[config.mk]
export PLATFORM = sky130hd
export DESIGN_NAME = uart_tx_controller
export DESIGN_NICKNAME = d
export VERILOG_FILES = /design/src/rtl/uart_tx_controller.sv
export SDC_FILE = /design/constraint.sdc
export NUM_CORES = 1
export LEC_CHECK = 0
export ABC_AREA = 1
export CAP_MARGIN = 10
export CELL_PAD_IN_SITES_DETAIL_PLACEMENT = 0
export CELL_PAD_IN_SITES_GLOBAL_PLACEMENT = 2
export CORE_MARGIN = 2
export CORE_UTILIZATION = 32
export CTS_CLUSTER_SIZE = 28
export DETAILED_ROUTE_END_ITERATION = 7
export GPL_TIMING_DRIVEN = 0
export PLACE_DENSITY_LB_ADDON = 0.1
export SETUP_SLACK_MARGIN = 0.05
export SYNTH_ARGS = -nofsm -noshare
export SYNTH_HDL_FRONTEND = slang
export SYNTH_SLANG_ARGS = --single-unit
export TNS_END_PERCENT = 100
[constraint.sdc]
create_clock -name CLK -period 3.4 [get_ports CLK]
set_input_delay 0.68 -clock CLK [delete_from_list [all_inputs] [get_ports CLK]]
set_output_delay 0.68 -clock CLK [all_outputs]
set_load 0.005 [all_outputs]
[src/rtl/uart_tx_controller.sv]
`default_nettype none
// ============================================================================
// Module      : uart_tx_controller
// Description : UART transmit frame sequencer. A one-deep holding register
//               feeds an FSM that steps through the start, data, optional
//               parity and stop bits, one state cycle per bit time. It drives
//               the serializer enable and the line mux select, computes the
//               parity bit, and aborts a frame when the serializer stalls.
// Revision    : 1.0 - initial release
// ============================================================================
module uart_tx_controller #(
    parameter int DATA_WIDTH  = 8,
    parameter int STOP_BITS   = 1,
    parameter int SER_TIMEOUT = 12
) (
    input  logic                  CLK,
    input  logic                  RST,
    input  logic [DATA_WIDTH-1:0] P_DATA,
    input  logic                  Data_Valid,
    input  logic                  Par_En,
    input  logic                  Par_Typ,
    input  logic                  Ser_Done,
    output logic                  Tx_Ready,
    output logic                  Ser_En,
    output logic [DATA_WIDTH-1:0] Ser_Data,
    output logic [1:0]            Mux_Sel,
    output logic                  Par_Bit,
    output logic                  Busy,
    output logic                  Frame_Err
);

    // Line mux encodings
    localparam logic [1:0] c_MUX_START = 2'b00;
    localparam logic [1:0] c_MUX_IDLE  = 2'b01;
    localparam logic [1:0] c_MUX_DATA  = 2'b10;
    localparam logic [1:0] c_MUX_PAR   = 2'b11;

    // Counter widths and terminal values
    localparam int             c_TO_W      = $clog2(SER_TIMEOUT + 1);
    localparam logic [c_TO_W-1:0] c_TO_LAST   = c_TO_W'(SER_TIMEOUT - 1);
    localparam logic [c_TO_W-1:0] c_TO_ONE    = c_TO_W'(1);
    localparam logic [1:0]     c_STOP_LAST = 2'(STOP_BITS - 1);

    typedef enum logic [2:0] {
        S_IDLE   = 3'd0,
        S_START  = 3'd1,
        S_DATA   = 3'd2,
        S_PARITY = 3'd3,
        S_STOP   = 3'd4
    } state_t;

    state_t                r_state;
    logic [DATA_WIDTH-1:0] r_hold;
    logic                  r_hold_full;
    logic [DATA_WIDTH-1:0] r_ser_data;
    logic                  r_par_bit;
    logic                  r_frm_par_en;
    logic                  r_frm_par_typ;
    logic                  r_ser_en;
    logic [1:0]            r_mux_sel;
    logic                  r_busy;
    logic                  r_frame_err;
    logic [c_TO_W-1:0]     r_data_cnt;
    logic [1:0]            r_stop_cnt;

    logic w_accept;
    logic w_stop_last;
    logic w_load;

    // Accept only into an empty holding register; a load happens whenever the
    // FSM is about to enter START, which it does only with data waiting.
    assign w_accept    = Data_Valid & ~r_hold_full;
    assign w_stop_last = (r_state == S_STOP) && (r_stop_cnt == c_STOP_LAST);
    assign w_load      = r_hold_full && ((r_state == S_IDLE) || w_stop_last);

    assign Tx_Ready  = ~r_hold_full;
    assign Ser_En    = r_ser_en;
    assign Ser_Data  = r_ser_data;
    assign Mux_Sel   = r_mux_sel;
    assign Par_Bit   = r_par_bit;
    assign Busy      = r_busy;
    assign Frame_Err = r_frame_err;

    // Holding register: a fresh accept wins over the load-time clear
    always_ff @(posedge CLK or posedge RST) begin
        if (RST) begin
            r_hold      <= '0;
            r_hold_full <= 1'b0;
        end else if (w_accept) begin
            r_hold      <= P_DATA;
            r_hold_full <= 1'b1;
        end else if (w_load) begin
            r_hold_full <= 1'b0;
        end
    end

    // Frame registers: snapshot data and parity settings at frame load
    always_ff @(posedge CLK or posedge RST) begin
        if (RST) begin
            r_ser_data    <= '0;
            r_par_bit     <= 1'b0;
            r_frm_par_en  <= 1'b0;
            r_frm_par_typ <= 1'b0;
        end else if (w_load) begin
            r_ser_data    <= r_hold;
            r_par_bit     <= (^r_hold) ^ Par_Typ;
            r_frm_par_en  <= Par_En;
            r_frm_par_typ <= Par_Typ;
        end
    end

    // Frame FSM; outputs are registered with the value for the next state
    always_ff @(posedge CLK or posedge RST) begin
        if (RST) begin
            r_state     <= S_IDLE;
            r_ser_en    <= 1'b0;
            r_mux_sel   <= c_MUX_IDLE;
            r_busy      <= 1'b0;
            r_frame_err <= 1'b0;
            r_data_cnt  <= '0;
            r_stop_cnt  <= '0;
        end else begin
            r_frame_err <= 1'b0;
            case (r_state)
                S_IDLE: begin
                    if (w_load) begin
                        r_state   <= S_START;
                        r_mux_sel <= c_MUX_START;
                        r_busy    <= 1'b1;
                    end
                end
                S_START: begin
                    r_state    <= S_DATA;
                    r_mux_sel  <= c_MUX_DATA;
                    r_ser_en   <= 1'b1;
                    r_data_cnt <= '0;
                end
                S_DATA: begin
                    // Ser_Done has priority, so a completion on the final
                    // allowed cycle is still a good frame.
                    if (Ser_Done) begin
                        r_ser_en <= 1'b0;
                        if (r_frm_par_en) begin
                            r_state   <= S_PARITY;
                            r_mux_sel <= c_MUX_PAR;
                        end else begin
                            r_state    <= S_STOP;
                            r_mux_sel  <= c_MUX_IDLE;
                            r_stop_cnt <= '0;
                        end
                    end else if (r_data_cnt == c_TO_LAST) begin
                        r_frame_err <= 1'b1;
                        r_ser_en    <= 1'b0;
                        r_state     <= S_STOP;
                        r_mux_sel   <= c_MUX_IDLE;
                        r_stop_cnt  <= '0;
                    end else begin
                        r_data_cnt <= r_data_cnt + c_TO_ONE;
                    end
                end
                S_PARITY: begin
                    r_state    <= S_STOP;
                    r_mux_sel  <= c_MUX_IDLE;
                    r_stop_cnt <= '0;
                end
                S_STOP: begin
                    if (w_stop_last) begin
                        if (r_hold_full) begin
                            r_state   <= S_START;
                            r_mux_sel <= c_MUX_START;
                        end else begin
                            r_state <= S_IDLE;
                            r_busy  <= 1'b0;
                        end
                    end else begin
                        r_stop_cnt <= r_stop_cnt + 2'd1;
                    end
                end
                default: begin
                    r_state   <= S_IDLE;
                    r_ser_en  <= 1'b0;
                    r_mux_sel <= c_MUX_IDLE;
                    r_busy    <= 1'b0;
                end
            endcase
        end
    end

endmodule
`default_nettype wire

==> run_results.csv <==
group,metric,value,unit
outcome,status,"completed",
die,die_w,73.1,µm
die,start_util,32.8,%
cts,post-cts-setup-buffers,0,
placement,portBuffers,28,
timing,grt_setup_unrepaired,"no",
cts,cts_hold_buf,0,
logic_synthesis,ys_warn_count,0,
cts,insertion_delay,0.28,ns
cts,cts_max_level,2,
timing,max_freq,481,MHz
route,drt-total-wl,3.15,mm
global_routing,grt_max_degree,20,
cts,cts.sinks,33,
global_routing,grt_pass1_wl,5.53,mm
finish,fin_util,42.5,%
flow_run,cap_violations,0,
worst_setup_path,worstReg2RegStart,"r_state[1]",
worst_hold_path,hp-start,"Mux_Sel[1]",
route,wl_per_cell,11.7,µm
cts,clk_pin_slew,0.06,ns
worst_setup_path,arrival,1.40,ns
route,antenna_left,0,
logic_synthesis,yosysUniqueCellTypes,24,
cts,cts-root-buf,"clkbuf_8",
placement,place_congestion,0.799,
cts,cts_tree,"done",
timing,finalCritPeriodShare,61.2,%
worst_setup_path,crit_required,2.72,ns
worst_hold_path,worstHoldEndpoint,"Mux_Sel[1]",
route,via_per_inst,4.67,
placement,dp.cells,262,
worst_setup_path,cp.depth,2,
die,core_area,4660,µm²
timing,relSlewSlack,56.8,%
route,drt_iter0_markers,39,
finish,fin_cells,270,
finish,nNetsFinal,231,
timing,worst_pin_slew,0.647,ns
logic_synthesis,synth.cell_area,1530,µm²
worst_setup_path,cpMaxStageDelayCell,"clkdlybuf4s50_1",
worst_setup_path,cp_top_family,"buffers and inverters",
logic_synthesis,syn_nets,195,
route,drc_errors,0,
power_and_ir_drop,ir_drop,0.000302,V
cts,cts_buffers,5,
finish,area_delta_synth_final,29.8,%
die,io_pins,29,
worst_setup_path,crit_type,"register to output port",
worst_setup_path,path_cells,"clkinv_1, clkdlybuf4s50_1",
logic_synthesis,synth-seq-area-share,54.2,%
route,firstDrtPassIters,5,
logic_synthesis,synth_area_leader_cell,"dfrtp_1",
cts,cts_buffer_depth,2,
die,die_y,73.1,µm
power_and_ir_drop,seq_power_share,38.5,%
die,dieArea,5340,µm²
logic_synthesis,synth.avg_cell_area,8.53,µm²
worst_setup_path,r2r_cells,4,
finish,n_antenna_cell,0,
timing,finalCriticalPeriod,2.08,ns
worst_setup_path,slowest_delay,0.52,ns
power_and_ir_drop,p_int,1.08,mW
power_and_ir_drop,p_sw_share,38.3,%
power_and_ir_drop,comb_power_share,46.0,%
finish,final_common_cell,"nand2_1",
worst_setup_path,r2r-end,"Ser_Data[3]",
power_and_ir_drop,power_density,879,nW/µm²
worst_setup_path,cp_max_fo,7,
power_and_ir_drop,power,1.74,mW
worst_hold_path,min_path_type,"register to register",
worst_setup_path,path_buf_inv,2,
timing,finalMaxSlewViolations,0,
timing,hold_viol_final,0,
die,rows,25,
worst_setup_path,crit_path_start_kind,"register",
placement,dp_hpwl,2.43,mm
global_routing,grt.overflow.total,0,
worst_setup_path,end_kind,"output port",
power_and_ir_drop,p_leak,0.946,nW
timing,fin_worst_skew,0.00307,ns
finish,layout_common_cells,"nand2_1, dfrtp_1, clkdlybuf4s50_1",
worst_setup_path,rrSetupSlack,1.92,ns
cts,cts-resized-gates,0,
logic_synthesis,synth_top_cell_area_share,52.5,%
timing,setup_viol,0,
global_routing,grt_use_total,13.7,%
route,dr_total_vias,1261,
finish,drive_gt1_share,9.26,%
logic_synthesis,synthCells,179,
worst_hold_path,worst_hold_path.num_cells,2,
power_and_ir_drop,clkPwrFrac,15.6,%
logic_synthesis,ys_seq_elements,33,
global_routing,grt_pass1_vias,1287,
global_routing,antenna_found_initial,0,
timing,setup_tns,0,ns
logic_synthesis,synth.area.top_cells,"dfrtp_1, nand2_1, inv_1",
power_and_ir_drop,p_sw,0.666,mW
==> cells by family after synthesis <==
family,synth area share (%)
and+or+nand+nor,21.7
DFF,54.2
AOI/OAI and AO/OA,10.2
buffers and inverters,7.62
muxes,2.95
xor gates and xnor gates,1.72
adders and majority gates,1.64
==> cell type report <==
| type | instances | area, µm² |
|---|---|---|
| well taps | 54 | 67.6 |
| repair buffers | 29 | 308 |
| fillers | 498 | 2680 |
| plain buffers | 2 | 15.0 |
| clock buffers | 8 | 80.1 |
| flip-flops and latches | 33 | 827 |
| multi-input cells | 117 | 583 |
| inverters | 27 | 101 |
==> state kept, by name, summed over array words and instances, names as in the netlist, 2 cells and up <==
signal      flops
Mux_Sel         2
Ser_Data        8
r_data_cnt      4
r_hold          8
r_state         3
r_stop_cnt      2
==> layer usage <==
metal | part of all wire (%) | GRT usage, %
met4 | 1.5 | 6.17
met5 | 0 | 0
met3 | 3.7 | 3.73
met2 | 50 | 23.6
met1 | 44 | 15.6
==> through the flow <==
stage	hold WS (ns)	cell area (µm²)	setup slack, ns
after floorplan	0.442	1530	2.00
after global placement	0.456	1870	1.19
after detailed placement	0.471	1900	1.34
after CTS	0.486	1980	1.29
after global routing	0.515	1980	1.24
final	0.474	1980	1.32
==> worst max-delay path by stage <==
stage                      startpoint            end  slack, ns
after global routing      r_hold_full       Tx_Ready       1.24
after floorplan                   RST           Busy       2.00
after global placement            RST      r_hold[2]       1.19
after CTS                 r_hold_full       Tx_Ready       1.29
after detailed placement     Ser_Done  r_stop_cnt[0]       1.34
final                     r_hold_full       Tx_Ready       1.32
==> tightest hold or removal path, cell delays in order (launching register included) <==
cell	delay (ns)
dfrtp_1	0.35
nand2_1	0.05
nand2_1	0.04
==> cells in the mapped netlist <==
cell type and number:
o21ai_0 10, nor3_1 6, nand2_2 1, clkinv_1 1, xnor2_1 1, nor2_2 1, a21oi_1 15, ha_1 2
mux2_2 4, dfstp_2 1, nor2_4 1, a21oi_2 1, inv_2 1, nor2_1 23, o21ai_1 1, inv_1 25
nand3_2 1, o21ai_2 1, dfrtp_1 32, nand2_1 39, o211ai_1 1, buf_4 2, xor2_1 2, nand3_1 7
==> power by group through the flow <==
stage	sequential, mW	clock (mW)	combinational [mW]
2_1_floorplan	0.663	0	0.518
3_3_place_gp	0.671	0	0.802
6_report	0.670	0.271	0.801
4_1_cts	0.671	0.286	0.821
3_5_place_dp	0.677	0	0.818
5_1_grt	0.693	0.303	0.928
No activity file was read; power rests on OpenSTA's default activity.
